$ cat src/rtl/countdown_timer.sv
// Down-counting interval timer: loads a tick count on start, decrements once every
// PRESCALE cycles, pulses o_done on expiry. Define COUNTDOWN_TIMER_PERIODIC_EN for auto-reload.
module countdown_timer #(
    parameter int unsigned PRESCALE = 1
) (
    input  logic        i_clk,
    input  logic        i_rst,
    input  logic        i_start,
    input  logic        i_stop,
    input  logic [31:0] i_load_val,
    input  logic        i_periodic,
    output logic        o_busy,
    output logic [31:0] o_remaining,
    output logic        o_done
);

    typedef enum logic {
        ST_IDLE,
        ST_RUN
    } state_t;

    localparam logic [31:0] LP_LAST = 32'(PRESCALE - 1);

    state_t      r_state;
    logic [31:0] r_prescale;
    logic [31:0] r_remaining;
    logic        r_busy;
    logic        r_done;

    logic        w_tick;
    logic        w_accept_start;
    logic        w_reload;
    logic [31:0] w_reload_val;

    assign w_tick         = (r_state == ST_RUN) && (r_prescale == LP_LAST);
    assign w_accept_start = i_start && !i_stop;

`ifdef COUNTDOWN_TIMER_PERIODIC_EN
    logic [31:0] r_reload;

    always_ff @(posedge i_clk or negedge i_rst) begin
        if (!i_rst) begin
            r_reload <= '0;
        end else if (w_accept_start && (i_load_val != '0)) begin
            r_reload <= i_load_val;
        end
    end

    assign w_reload     = i_periodic;
    assign w_reload_val = r_reload;
`else
    logic w_unused_periodic;

    assign w_unused_periodic = i_periodic;
    assign w_reload          = 1'b0;
    assign w_reload_val      = '0;
`endif

    // NOTE: non-blocking assignments throughout; a later assignment in the same block
    // overrides an earlier one, which is how a restart discards a same-cycle tick.
    always_ff @(posedge i_clk or negedge i_rst) begin
        if (!i_rst) begin
            r_state     <= ST_IDLE;
            r_prescale  <= '0;
            r_remaining <= '0;
            r_busy      <= 1'b0;
            r_done      <= 1'b0;
        end else begin
            r_done <= 1'b0;

            if (r_state == ST_RUN) begin
                if (i_stop) begin
                    r_state <= ST_IDLE;
                    r_busy  <= 1'b0;
                end else if (w_tick) begin
                    r_prescale <= '0;
                    if (r_remaining > 32'd1) begin
                        r_remaining <= r_remaining - 32'd1;
                    end else begin
                        r_done <= 1'b1;
                        if (w_reload) begin
                            r_remaining <= w_reload_val;
                        end else begin
                            r_remaining <= '0;
                            r_state     <= ST_IDLE;
                            r_busy      <= 1'b0;
                        end
                    end
                end else begin
                    r_prescale <= r_prescale + 32'd1;
                end
            end

            // Start behaves identically from IDLE and RUN; an expiry pulse above survives it.
            if (w_accept_start) begin
                r_prescale <= '0;
                if (i_load_val != '0) begin
                    r_state     <= ST_RUN;
                    r_busy      <= 1'b1;
                    r_remaining <= i_load_val;
                end else begin
                    r_state     <= ST_IDLE;
                    r_busy      <= 1'b0;
                    r_remaining <= '0;
                    r_done      <= 1'b1;
                end
            end
        end
    end

    assign o_busy      = r_busy;
    assign o_remaining = r_remaining;
    assign o_done      = r_done;

endmodule

$ cat config.mk
export PLATFORM = sky130hd
export DESIGN_NAME = countdown_timer
export DESIGN_NICKNAME = d
export VERILOG_FILES = /design/src/rtl/countdown_timer.sv
export SDC_FILE = /design/constraint.sdc
export NUM_CORES = 1
export LEC_CHECK = 0
export CAP_MARGIN = 10
export CORE_MARGIN = 1
export CORE_UTILIZATION = 55
export DETAILED_ROUTE_END_ITERATION = 7
export PLACE_DENSITY = 0.83
export SLEW_MARGIN = 20
export SYNTH_ARGS = -nofsm -noshare
export SYNTH_HDL_FRONTEND = slang
export SYNTH_SLANG_ARGS = --single-unit
$ cat constraint.sdc
create_clock -name i_clk -period 8.05 [get_ports i_clk]
set_input_delay 1.61 -clock i_clk [delete_from_list [all_inputs] [get_ports i_clk]]
set_output_delay 1.61 -clock i_clk [all_outputs]
set_load 0.03 [all_outputs]
==> results of run 1 <==
==> area by class of cell <==
cell class	count	area, um2
sequential	67	1680
clock buffer	14	183
tap	96	120
inverter	15	56.3
timing repair buffer	75	731
clock inverter	1	30.0
fill	542	1920
multi-input combinational	362	2190
==> kinds of logic (layout without fill, tap and decap cells) <==
kind of cell    after synthesis  in the layout  share of synthesized area (%)
compound gates              107            107                           18.6
buf+inv                      39            105                           3.87
flops                        67             67                           41.8
xor+xnor                     23             23                           5.02
simple gates                228            228                           29.4
fa+ha+maj                     4              4                           1.25
==> sequential cells by signal (all words and copies together) (netlist names) <==
signal / count
o_busy: 1
o_done: 1
o_remaining: 32
r_prescale: 32
r_state: 1
==> Yosys cell counts (2+ instances only) <==
master     number
dfrtp_1        67
nor2_1         51
nand2_1        50
o21ai_0        31
nor4_1         25
nand3_1        22
clkbuf_1       21
nor3_1         16
inv_1          15
nand4_1        13
xnor2_1        13
xor2_1         10
a21oi_1         9
and3_1          9
or3_1           9
or4_1           9
a32oi_1         8
o211ai_1        6
o22ai_1         6
a211oi_1        5
a221o_1         5
o311ai_0        5
or2_2           5
a22oi_1         4
ha_1            4
o41ai_1         4
a21boi_0        3
a21o_1          3
nand2b_1        3
nor4b_1         3
o2bb2ai_1       3
a22o_1          2
and2_1          2
buf_4           2
nand3b_1        2
nor2b_1         2
nor3b_1         2
o21ba_2         2
o21bai_1        2
o31ai_1         2
==> power breakdown <==
part           switching [uW]  internal (uW)  total, uW  leakage (uW)
sequential               62.8            379        441      0.000831
combinational             197            138        335      0.000999
clock                     129            176        304      0.000109
total                     389            692       1080       0.00194
==> metrics by stage <==
step | instances | total power (uW) | setup slack (ns)
after floorplan | 468 | 624 | 4.83
after global placement | 615 | 766 | 3.84
after detailed placement | 615 | 776 | 3.79
after CTS | 630 | 1080 | 4.17
after global routing | 630 | 1130 | 3.95
final | 630 | 1080 | 4.11
==> routing by layer <==
metal	vias to the layer above	global-route usage (%)
met4	0	17.4
met2	217	54.2
met5	-	0
met1	1926	38.1
met3	38	6.54
li1	1883	-
==> path summary, 6_finish.rpt <==
| kind | startpoint | cells after the start | slack (ns) | endpoint |
|---|---|---|---|---|
| min reg2reg | o_remaining[27]$_DFFE_PN0P_ | 1 | 0.53 | o_remaining[27]$_DFFE_PN0P_ |
| min in group asynchronous | i_rst | 2 | 1.44 | o_remaining[25]$_DFFE_PN0P_ |
| max reg2reg | o_remaining[12]$_DFFE_PN0P_ | 6 | 4.53 | o_remaining[9]$_DFFE_PN0P_ |
| max | i_start | 7 | 4.11 | o_remaining[10]$_DFFE_PN0P_ |
| min | o_remaining[27]$_DFFE_PN0P_ | 1 | 0.53 | o_remaining[27]$_DFFE_PN0P_ |
| max in group asynchronous | i_rst | 2 | 6.04 | r_prescale[23]$_DFFE_PN0P_ |
==> impl_metrics.py, run 1 <==
metrics = {
    "timing": {
        "period_share_pct": 48.9,
        "final_max_slew_viol_count": 0,
        "rsz0062_at_grt": "false",
        "post-route-min-period_ns": 3.94,
        "final_hold_viol_count": 0,
        "worst_slew_pin_slew_ns": 1.14,
        "max_clock_freq_mhz": 254,
        "maxSlewHeadroom_pct": 24.0,
        "skew_ns": 0.0131,
        "fin_hold_ws_ns": 0.533,
        "setup_violations": 0,
        "tns_ns": 0,
    },
    "die": {
        "chipWidth_um": 87.4,
        "top_level_ports": 71,
        "die_area_mm2": 0.00763,
        "rows": 30,
        "core_area_mm2": 0.00691,
        "start_util_pct": 58.0,
        "die_h_um": 87.4,
    },
    "power_and_ir_drop": {
        "irDropWorstVdd_mv": 0.135,
        "p_leak_uw": 0.00194,
        "pwr_density_cell_mw_per_mm2": 217,
    },
    "worst_setup_path": {
        "cp.required_ns": 8.35,
        "crit_family": "buffers and inverters",
        "worst-path-buf-inv": 2,
        "crit_arrival_ns": 4.23,
        "slowest_stage": "nor2b_1",
        "crit_path_end_kind": "flop",
        "critPathKind": "input pin to flop",
        "crit_chain": "clkdlybuf4s50_1, nor2b_1, o21a_1, buf_4, nand2_1, o41ai_1, a22o_1",
        "crit_fanout": 19,
        "start_kind": "input pin",
        "slowest_delay_ns": 0.78,
    },
    "cts": {
        "worstSkewPairLatency_ns": 0.35,
        "clockBufferDepth": 2,
        "cts_htree_levels": 3,
        "ctsHoldBuffers": 0,
        "cts_root_buffer": "clkbuf_8",
        "cts_tree": "built",
        "post_cts_buffers": 0,
        "clock-sinks": 67,
        "cts_made_buffers": 9,
        "clk_pin_slew_ns": 0.08,
        "cts-resized-gates": 0,
    },
    "synth": {
        "syn-num-nets": 509,
        "synth_edf_count": 0,
        "synth.area.top_cells": "dfrtp_1, nor2_1, nand2_1",
        "synth_cell_type_count": 53,
        "ys_seq_area_share_pct": 41.8,
        "yosysWarnings": 0,
        "post_synth_inst_count": 468,
        "syn-cell-area_mm2": 0.00401,
        "async_flop_share_pct": 100,
        "synth_top_area_cell": "dfrtp_1",
        "synth_top_area_share_pct": 41.8,
        "synth_area_per_cell_um2": 8.57,
        "dominantRegCellSynth": "dfrtp_1",
        "synth_seq_cells": 67,
    },
    "global_routing": {
        "grt_pass1_wl_um": 18600,
        "antenna_found_initial": 0,
        "grt_max_degree": 68,
        "grt_pass1_vias": 4008,
        "grt.total_usage_pct": 32.0,
        "overflow": 0,
    },
    "outcome": {
        "status": "finished clean",
    },
    "layout": {
        "layout.nets": 571,
        "final_area_mm2": 0.00499,
        "synthToLayoutAreaGrowth_pct": 24.4,
        "final_cell_mix": "clkdlybuf4s50_1, dfrtp_1, nor2_1",
        "layout-drive-gt1-share_pct": 6.55,
        "diodes": 0,
        "final_core_util_pct": 72.2,
        "final_common_cell": "clkdlybuf4s50_1",
    },
    "place": {
        "gp_congestion": 0.950,
        "postPlaceCellArea_mm2": 0.00477,
        "dpl.hpwl_um": 8050,
        "portBuffers": 69,
    },
    "routing": {
        "remaining_drc_errors": 0,
        "wl_per_cell_um": 18.3,
        "ant_nets": 0,
        "via_count": 4064,
        "drtIter0Drc": 419,
        "routed_via_density": 6.45,
        "m1WireLength_um": 4550,
        "drt-total-wl_um": 11500,
        "firstDrtPassIters": 6,
        "routed.top_layer": "met4",
        "wl_met2_um": 5670,
        "wl_met3_um": 926,
    },
    "worst_hold_path": {
        "worstHoldPathType": "flop to flop",
    },
    "flow_run": {
        "maxCapViolCount": 0,
    },
}
Note: power is estimated with default switching activity, not from simulation.
==> run 2: changes to the inputs <==
--- a/config.mk
+++ b/config.mk
@@ -7,9 +7,9 @@
 export LEC_CHECK = 0
 export CAP_MARGIN = 10
 export CORE_MARGIN = 1
-export CORE_UTILIZATION = 55
+export CORE_UTILIZATION = 53
 export DETAILED_ROUTE_END_ITERATION = 7
-export PLACE_DENSITY = 0.83
+export PLACE_DENSITY = 0.8
 export SLEW_MARGIN = 20
 export SYNTH_ARGS = -nofsm -noshare
 export SYNTH_HDL_FRONTEND = slang
==> constraint.sdc (replaced) <==
create_clock -name i_clk -period 3.8 [get_ports i_clk]
set_input_delay 0.76 -clock i_clk [delete_from_list [all_inputs] [get_ports i_clk]]
set_output_delay 0.76 -clock i_clk [all_outputs]
set_load 0.03 [all_outputs]
==> impl_metrics.py, run 2 (same netlist as run 1, synthesis figures left out) <==
metrics = {
    "outcome": {
        "status": "finished clean",
    },
    "layout": {
        "final_area_mm2": 0.00503,
        "layout-drive-gt1-share_pct": 7.24,
        "diodes": 0,
        "final_cell_mix": "clkdlybuf4s50_1, dfrtp_1, nor2_1",
        "final_core_util_pct": 69.0,
        "final_common_cell": "clkdlybuf4s50_1",
        "fillerInstances": 614,
        "layout.nets": 575,
        "synthToLayoutAreaGrowth_pct": 25.5,
    },
    "die": {
        "rows": 31,
        "die_h_um": 89.0,
        "chipWidth_um": 89.0,
        "die_area_mm2": 0.00792,
        "top_level_ports": 71,
        "core_area_mm2": 0.00729,
        "start_util_pct": 55.0,
    },
    "timing": {
        "skew_ns": 0.0110,
        "post-route-min-period_ns": 3.16,
        "tns_ns": 0,
        "final_hold_viol_count": 0,
        "maxSlewHeadroom_pct": 32.3,
        "fin_ws_ns": 0.639,
        "rsz0062_at_grt": "false",
        "setup_violations": 0,
        "max_clock_freq_mhz": 316,
        "worst_slew_pin_slew_ns": 1.01,
        "fin_hold_ws_ns": 0.539,
        "period_share_pct": 83.2,
        "final_max_slew_viol_count": 0,
    },
    "routing": {
        "firstDrtPassIters": 6,
        "via_count": 4129,
        "routed_via_density": 6.47,
        "remaining_drc_errors": 0,
        "ant_nets": 0,
        "wl_per_cell_um": 18.0,
        "drtIter0Drc": 287,
        "drt-total-wl_um": 11500,
    },
    "global_routing": {
        "grt_pass1_wl_um": 18500,
        "grt_max_degree": 48,
        "grt.total_usage_pct": 30.4,
        "antenna_found_initial": 0,
        "overflow": 0,
        "grt_pass1_vias": 3979,
    },
    "cts": {
        "cts_made_buffers": 9,
        "cts_root_buffer": "clkbuf_8",
        "ctsHoldBuffers": 0,
        "cts_htree_levels": 3,
        "worstSkewPairLatency_ns": 0.35,
        "clock-sinks": 67,
        "clockBufferDepth": 2,
        "post_cts_buffers": 0,
        "cts_tree": "built",
        "cts-resized-gates": 0,
        "clk_pin_slew_ns": 0.08,
    },
    "worst_hold_path": {
        "worstHoldPathType": "input pin to async pin",
    },
    "worst_setup_path": {
        "start_kind": "flop",
        "critPathKind": "flop to flop",
        "cp.required_ns": 4.04,
        "crit_arrival_ns": 3.40,
        "crit_path_end_kind": "flop",
        "crit_fanout": 14,
    },
    "place": {
        "pre_cts_slack_ns": 0.642,
        "gp_congestion": 0.906,
        "portBuffers": 69,
        "dpl.hpwl_um": 8230,
        "postPlaceCellArea_mm2": 0.00480,
    },
    "flow_run": {
        "maxCapViolCount": 0,
    },
    "power_and_ir_drop": {
        "pwr_density_cell_mw_per_mm2": 462,
        "irDropWorstVdd_mv": 0.207,
        "p_leak_uw": 0.00196,
    },
}
-- run 2: changes by cell type in the layout (fill, tap and decap cells not counted) --
| cell | previous run | this run |
|---|---|---|
| bufinv_16 | 1 | 2 |
| nor4_2 | 2 | 1 |
| nor4_1 | 24 | 25 |
| clkinv_2 | 0 | 1 |
| buf_4 | 6 | 10 |
| clkbuf_8 | 13 | 11 |
| clkinvlp_4 | 0 | 1 |
-- run 2: path summary, 6_finish.rpt --
path,slack (ns),endpoint,cells past startpoint,startpoint
setup / recovery,0.64,o_remaining[27]$_DFFE_PN0P_,7,o_remaining[12]$_DFFE_PN0P_
hold / removal,0.54,o_remaining[27]$_DFFE_PN0P_,1,i_rst
setup reg to reg,0.64,o_remaining[27]$_DFFE_PN0P_,7,o_remaining[12]$_DFFE_PN0P_
hold reg to reg,0.55,r_prescale[31]$_DFFE_PN0P_,2,r_prescale[31]$_DFFE_PN0P_
max in group asynchronous,2.34,r_prescale[12]$_DFFE_PN0P_,2,i_rst
min in group i_clk,0.55,r_prescale[31]$_DFFE_PN0P_,2,r_prescale[31]$_DFFE_PN0P_
-- run 2: power by group --
group | switching [uW] | internal (uW)
clock | 285 | 405
combinational | 411 | 292
sequential | 127 | 802
-- run 2: final cells by class --
class | count | area (um2) | area share [%]
Clock inverter | 4 | 72.6 | 1.44
Tap cell | 99 | 124 | 2.46
Timing Repair Buffer | 79 | 761 | 15.1
Inverter | 15 | 56.3 | 1.12
Multi-Input combinational cell | 362 | 2180 | 43.4
Sequential cell | 67 | 1680 | 33.3
Clock buffer | 12 | 155 | 3.08
-- run 2: critical path, cell delays in order (launching register included) --
cell and delay [ns]:
dfrtp_1 0.44, or4_1 0.57, or3_1 0.46, nor4_4 0.53
buf_4 0.25, or2b_2 0.31, o21ai_0 0.16, a221o_1 0.32
-- run 2: routing by layer --
| metal | vias up | global-route usage [%] | share of wire (%) |
|---|---|---|---|
| met5 | - | 0 | 0 |
| met4 | 0 | 16.2 | 3.5 |
| met3 | 47 | 4.25 | 6.6 |
| met2 | 209 | 53.1 | 50 |
| met1 | 1994 | 36.4 | 40 |
| li1 | 1879 | - | - |
-- run 2: through the flow --
| stage | total power, uW | instances |
|---|---|---|
| after CTS | 2320 | 638 |
| after global placement | 1620 | 622 |
| after floorplan | 1320 | 468 |
| final | 2320 | 638 |
| after detailed placement | 1640 | 622 |
| after global routing | 2420 | 638 |
